## config.mk

```make
export PLATFORM = sky130hd
export DESIGN_NAME = ring_counter
export DESIGN_NICKNAME = d
export VERILOG_FILES = /design/src/rtl/ring_counter_pkg.sv /design/src/rtl/ring_onehot_check.sv /design/src/rtl/ring_counter.sv
export SDC_FILE = /design/constraint.sdc
export NUM_CORES = 1
export LEC_CHECK = 0
export ABC_AREA = 1
export BUFFER_PORTS_ARGS = -buffer_cell sky130_fd_sc_hd__buf_4
export CORE_AREA = 2 2 39 41
export DETAILED_ROUTE_END_ITERATION = 8
export DIE_AREA = 0 0 41 43
export PLACE_DENSITY = 0.37
export SETUP_SLACK_MARGIN = 0.1
export SYNTH_ARGS = -nofsm -noshare
export SYNTH_HDL_FRONTEND = slang
export SYNTH_SLANG_ARGS = --single-unit
```

## constraint.sdc

```tcl
create_clock -name clk -period 1.2 [get_ports clk]
set_clock_uncertainty 0.2 [all_clocks]
set_input_delay 0.18 -clock clk [delete_from_list [all_inputs] [get_ports clk]]
set_output_delay 0.18 -clock clk [all_outputs]
set_load 0.005 [all_outputs]
```

## src/rtl/ring_counter_pkg.sv

```systemverilog
// Shared helpers for the one-hot ring counter: reset-pattern builder, one-hot check
// and the legal width range.
package ring_counter_pkg;

   localparam int RC_N_MIN = 2;
   localparam int RC_N_MAX = 64;

   typedef logic [RC_N_MAX-1:0] rc_vec_t;

   // Out-of-range positions fall back to bit 0 so the pattern is always one-hot.
   function automatic rc_vec_t rc_onehot_pattern(input int n, input int pos);
      rc_vec_t v;
      v = '0;
      if (pos >= 0 && pos < n && pos < RC_N_MAX)
         v[pos] = 1'b1;
      else
         v[0] = 1'b1;
      return v;
   endfunction

   function automatic logic rc_is_onehot(input rc_vec_t v);
      return (v != '0) && ((v & (v - rc_vec_t'(1))) == '0);
   endfunction

endpackage

```

## src/rtl/ring_onehot_check.sv

```systemverilog
// Combinational population check: o_is_onehot is high when exactly one bit of
// i_vec is set.
module ring_onehot_check
   import ring_counter_pkg::*;
#(
   parameter int N = 4
)(
   input  logic [N-1:0] i_vec,
   output logic         o_is_onehot
);

   rc_vec_t w_ext;

   always_comb begin
      w_ext         = '0;
      w_ext[N-1:0]  = i_vec;
   end

   assign o_is_onehot = rc_is_onehot(w_ext);

endmodule

```

## src/rtl/ring_counter.sv

```systemverilog
// Free-running one-hot ring counter with illegal-state self-correction.
// Define RING_COUNTER_ERR_EN to add the registered err output.
module ring_counter
   import ring_counter_pkg::*;
#(
   parameter int N          = 4,
   parameter bit SHIFT_LEFT = 1'b1,
   parameter int INIT_POS   = 0
)(
   input  logic         clk,
   input  logic         rst,
`ifdef RING_COUNTER_ERR_EN
   output logic         err,
`endif
   output logic [N-1:0] count
);

   if (N < RC_N_MIN || N > RC_N_MAX) begin : g_bad_n
      $error("ring_counter: N=%0d outside %0d..%0d", N, RC_N_MIN, RC_N_MAX);
   end
   if (INIT_POS < 0 || INIT_POS >= N) begin : g_bad_pos
      $error("ring_counter: INIT_POS=%0d outside 0..%0d", INIT_POS, N - 1);
   end

   localparam rc_vec_t        RST_FULL = rc_onehot_pattern(N, INIT_POS);
   localparam logic [N-1:0]   RST_PAT  = RST_FULL[N-1:0];

   logic [N-1:0] r_count;
   logic [N-1:0] w_rot;
   logic [N-1:0] w_next;
   logic         w_onehot;

   ring_onehot_check #(.N(N)) u_check (
      .i_vec       (r_count),
      .o_is_onehot (w_onehot)
   );

   always_comb begin
      w_rot = r_count;
      if (SHIFT_LEFT)
         w_rot = {r_count[N-2:0], r_count[N-1]};
      else
         w_rot = {r_count[0], r_count[N-1:1]};
   end

   // A corrupted ring (zero or multiple bits) reloads the reset pattern instead of rotating.
   assign w_next = w_onehot ? w_rot : RST_PAT;

   always_ff @(posedge clk or posedge rst) begin
      if (rst)
         r_count <= RST_PAT;
      else
         r_count <= w_next;
   end

   assign count = r_count;

`ifdef RING_COUNTER_ERR_EN
   logic r_err;

   always_ff @(posedge clk or posedge rst) begin
      if (rst)
         r_err <= 1'b0;
      else
         r_err <= ~w_onehot;
   end

   assign err = r_err;
`endif

endmodule

```

==> results.yml <==
floorplan:
  start_util_pct: 13.7
  core_sq_mm: 0.00138
  num_rows: 14
  die_w_um: 41
  die_y_um: 43
  ios: 6
  dieArea_sq_mm: 0.00176
clock_tree:
  insertion_delay_ns: 0.23
  cts.sinks: 4
  cts_tree: "done"
  h-tree-depth: 1
  cts_root_buffer: "clkbuf_4"
  clk_pin_slew_ns: 0.04
  ctsLongestPathBuffers: 2
  cts_made_buffers: 3
timing:
  hold_viol: 0
  tightest_slew_ns: 0.138
  setup_tns_ns: -0.0568
  rsz0062_at_grt: "yes"
  slew_viol_final: 0
  slew_headroom_pct: 90.8
  max_freq_mhz: 802
  setup_viol_count_final: 2
  fin_ws_ns: -0.0467
  post-route-period-util_pct: 104
  hold_slack_ns: 0.174
  min_period_ns: 1.25
synth:
  synth-seq-area-share_pct: 53.3
  syn_area_sq_um: 190
  ys_types: 8
  syn-instance-count: 24
  syn_nets: 26
  yosysWarnings: 0
  ys_ff_latch: 4
  syn_area_per_cell_sq_um: 7.92
setup_path:
  cp_num_buf_inv: 1
  cp_top_family: "flip-flops"
  regToRegStartpoint: "count[0]"
  r2r_cells: 6
  worst-setup-path-type: "reg2out"
  r2r_end: "count[0]"
  slowest_delay_ns: 0.54
  rrSetupSlack_ns: -0.01
  crit_slowest_cell: "dfstp_2"
  worstSetupEndpointType: "output pin"
  cp.required_ns: 0.82
  crit_fanout: 2
  crit_chain: "buf_6"
  crit_path_start_kind: "flop"
  cp.arrival_ns: 0.87
detailed_routing:
  via_per_inst: 3.61
  firstDrtPassIters: 1
  drt_drc_violations_left: 0
  drt_iter0_markers: 0
  routed_wl_um: 438
  vias: 195
  ant_nets: 0
  routedWlPerCell_um: 8.11
hold_path:
  hold_path_class: "in2async"
global_routing:
  overflow: 0
  grt_pass1_vias: 182
  antenna_found_initial: 0
  gr-usage-all-layers_pct: 6.46
  grt_first_pass_wirelength_um: 703
  grt_max_degree: 6
place:
  dp_cells: 45
  io_buffers: 5
  globalplace.congestion: 0.686
  dp_hpwl_um: 299
  pre_cts_ws_ns: 0.0682
pwr:
  p_leak_nw: 0.190
  power_density_mw_per_mm2: 965
  ir_drop_mv: 0.372
final_layout:
  diodes: 0
  largest_reg_flops: 4
  drive_gt1_share_pct: 50.0
  final_core_util_pct: 24.2
  fin_cells: 54
  multiInputGateArea_sq_um: 58.8
  seqCellArea_sq_um: 101
  nNetsFinal: 41
  fill_cells: 154
  syn_to_final_growth_pct: 76.3
run:
  maxCapViolations: 0
status:
  violations: "negative setup slack"
  status: "complete, but fails checks"
## stage by stage
stage / cell area (sq um) / total power [mW]
floorplan: 190 / 0.140
global placement: 248 / 0.143
detailed placement: 248 / 0.142
CTS: 329 / 0.334
global route: 335 / 0.348
finish: 335 / 0.324
## worst max-delay path by stage
| stage | startpoint | end | slack, ns | depth (start not counted) |
|---|---|---|---|---|
| floorplan | count[0] | count[0] | 0.14 | 5 |
| global placement | count[0] | count[0] | 0.10 | 5 |
| detailed placement | count[0] | count[0] | 0.07 | 5 |
| CTS | count[0] | count[0] | -0.05 | 1 |
| global route | count[0] | count[0] | -0.07 | 1 |
| finish | count[0] | count[0] | -0.05 | 1 |
## final cells by class
class                      count  share of cell area, %
sequential                     4                   30.2
tap                           16                   5.97
inverter                       8                   9.70
clock buffer                   4                   7.84
timing repair buffer          10                   28.7
multi-input combinational     12                   17.5
## metal layers
layer | vias up | share of wire (%) | GRT usage, %
li1 | 100 | - | -
met1 | 89 | 49 | 8.82
met2 | 6 | 43 | 6.88
met3 | 0 | 7.8 | 3.14
met4 | 0 | 0 | 6.00
met5 | - | 0 | 0
## cell usage after synthesis (all sizes together)
cell type	count	area [sq um]
inv	8	30.0
dfrtp	3	75.1
nand4	3	18.8
nand2	8	35.0
nand3	1	5.00
dfstp	1	26.3
## placed cells by master (no fill, tap or decap), drive strengths merged
cell type and n:
clkbuf 4, nand2 8, dlygate4sd3 1, dfstp 1, dfrtp 3, nand4 3, buf 9, nand3 1
inv 8
## kinds of logic (layout without fill, tap and decap cells)
kind of cell	count (synthesis)	after routing	share of synthesized area, %
simple gates	12	12	30.9
buf+inv	8	22	15.8
flops	4	4	53.3
## repair_timing
| action | CTS | global route |
|---|---|---|
| endpoints found under the hold margin | 4 | 0 |
| pin swaps | 0 | 1 |
| gates resized for setup | 4 | 2 |
| setup buffers | 4 | 0 |
| setup endpoints to repair | 5 | 7 |
| hold buffers | 1 | 0 |
## power breakdown
group / internal [mW] / switching [mW] / total [mW]
clock network: 0.125 / 0.0558 / 0.181
logic: 0.00437 / 0.00294 / 0.00730
registers: 0.136 / 0 / 0.136
total: 0.265 / 0.0587 / 0.324
Note: power is estimated with default switching activity, not from simulation.
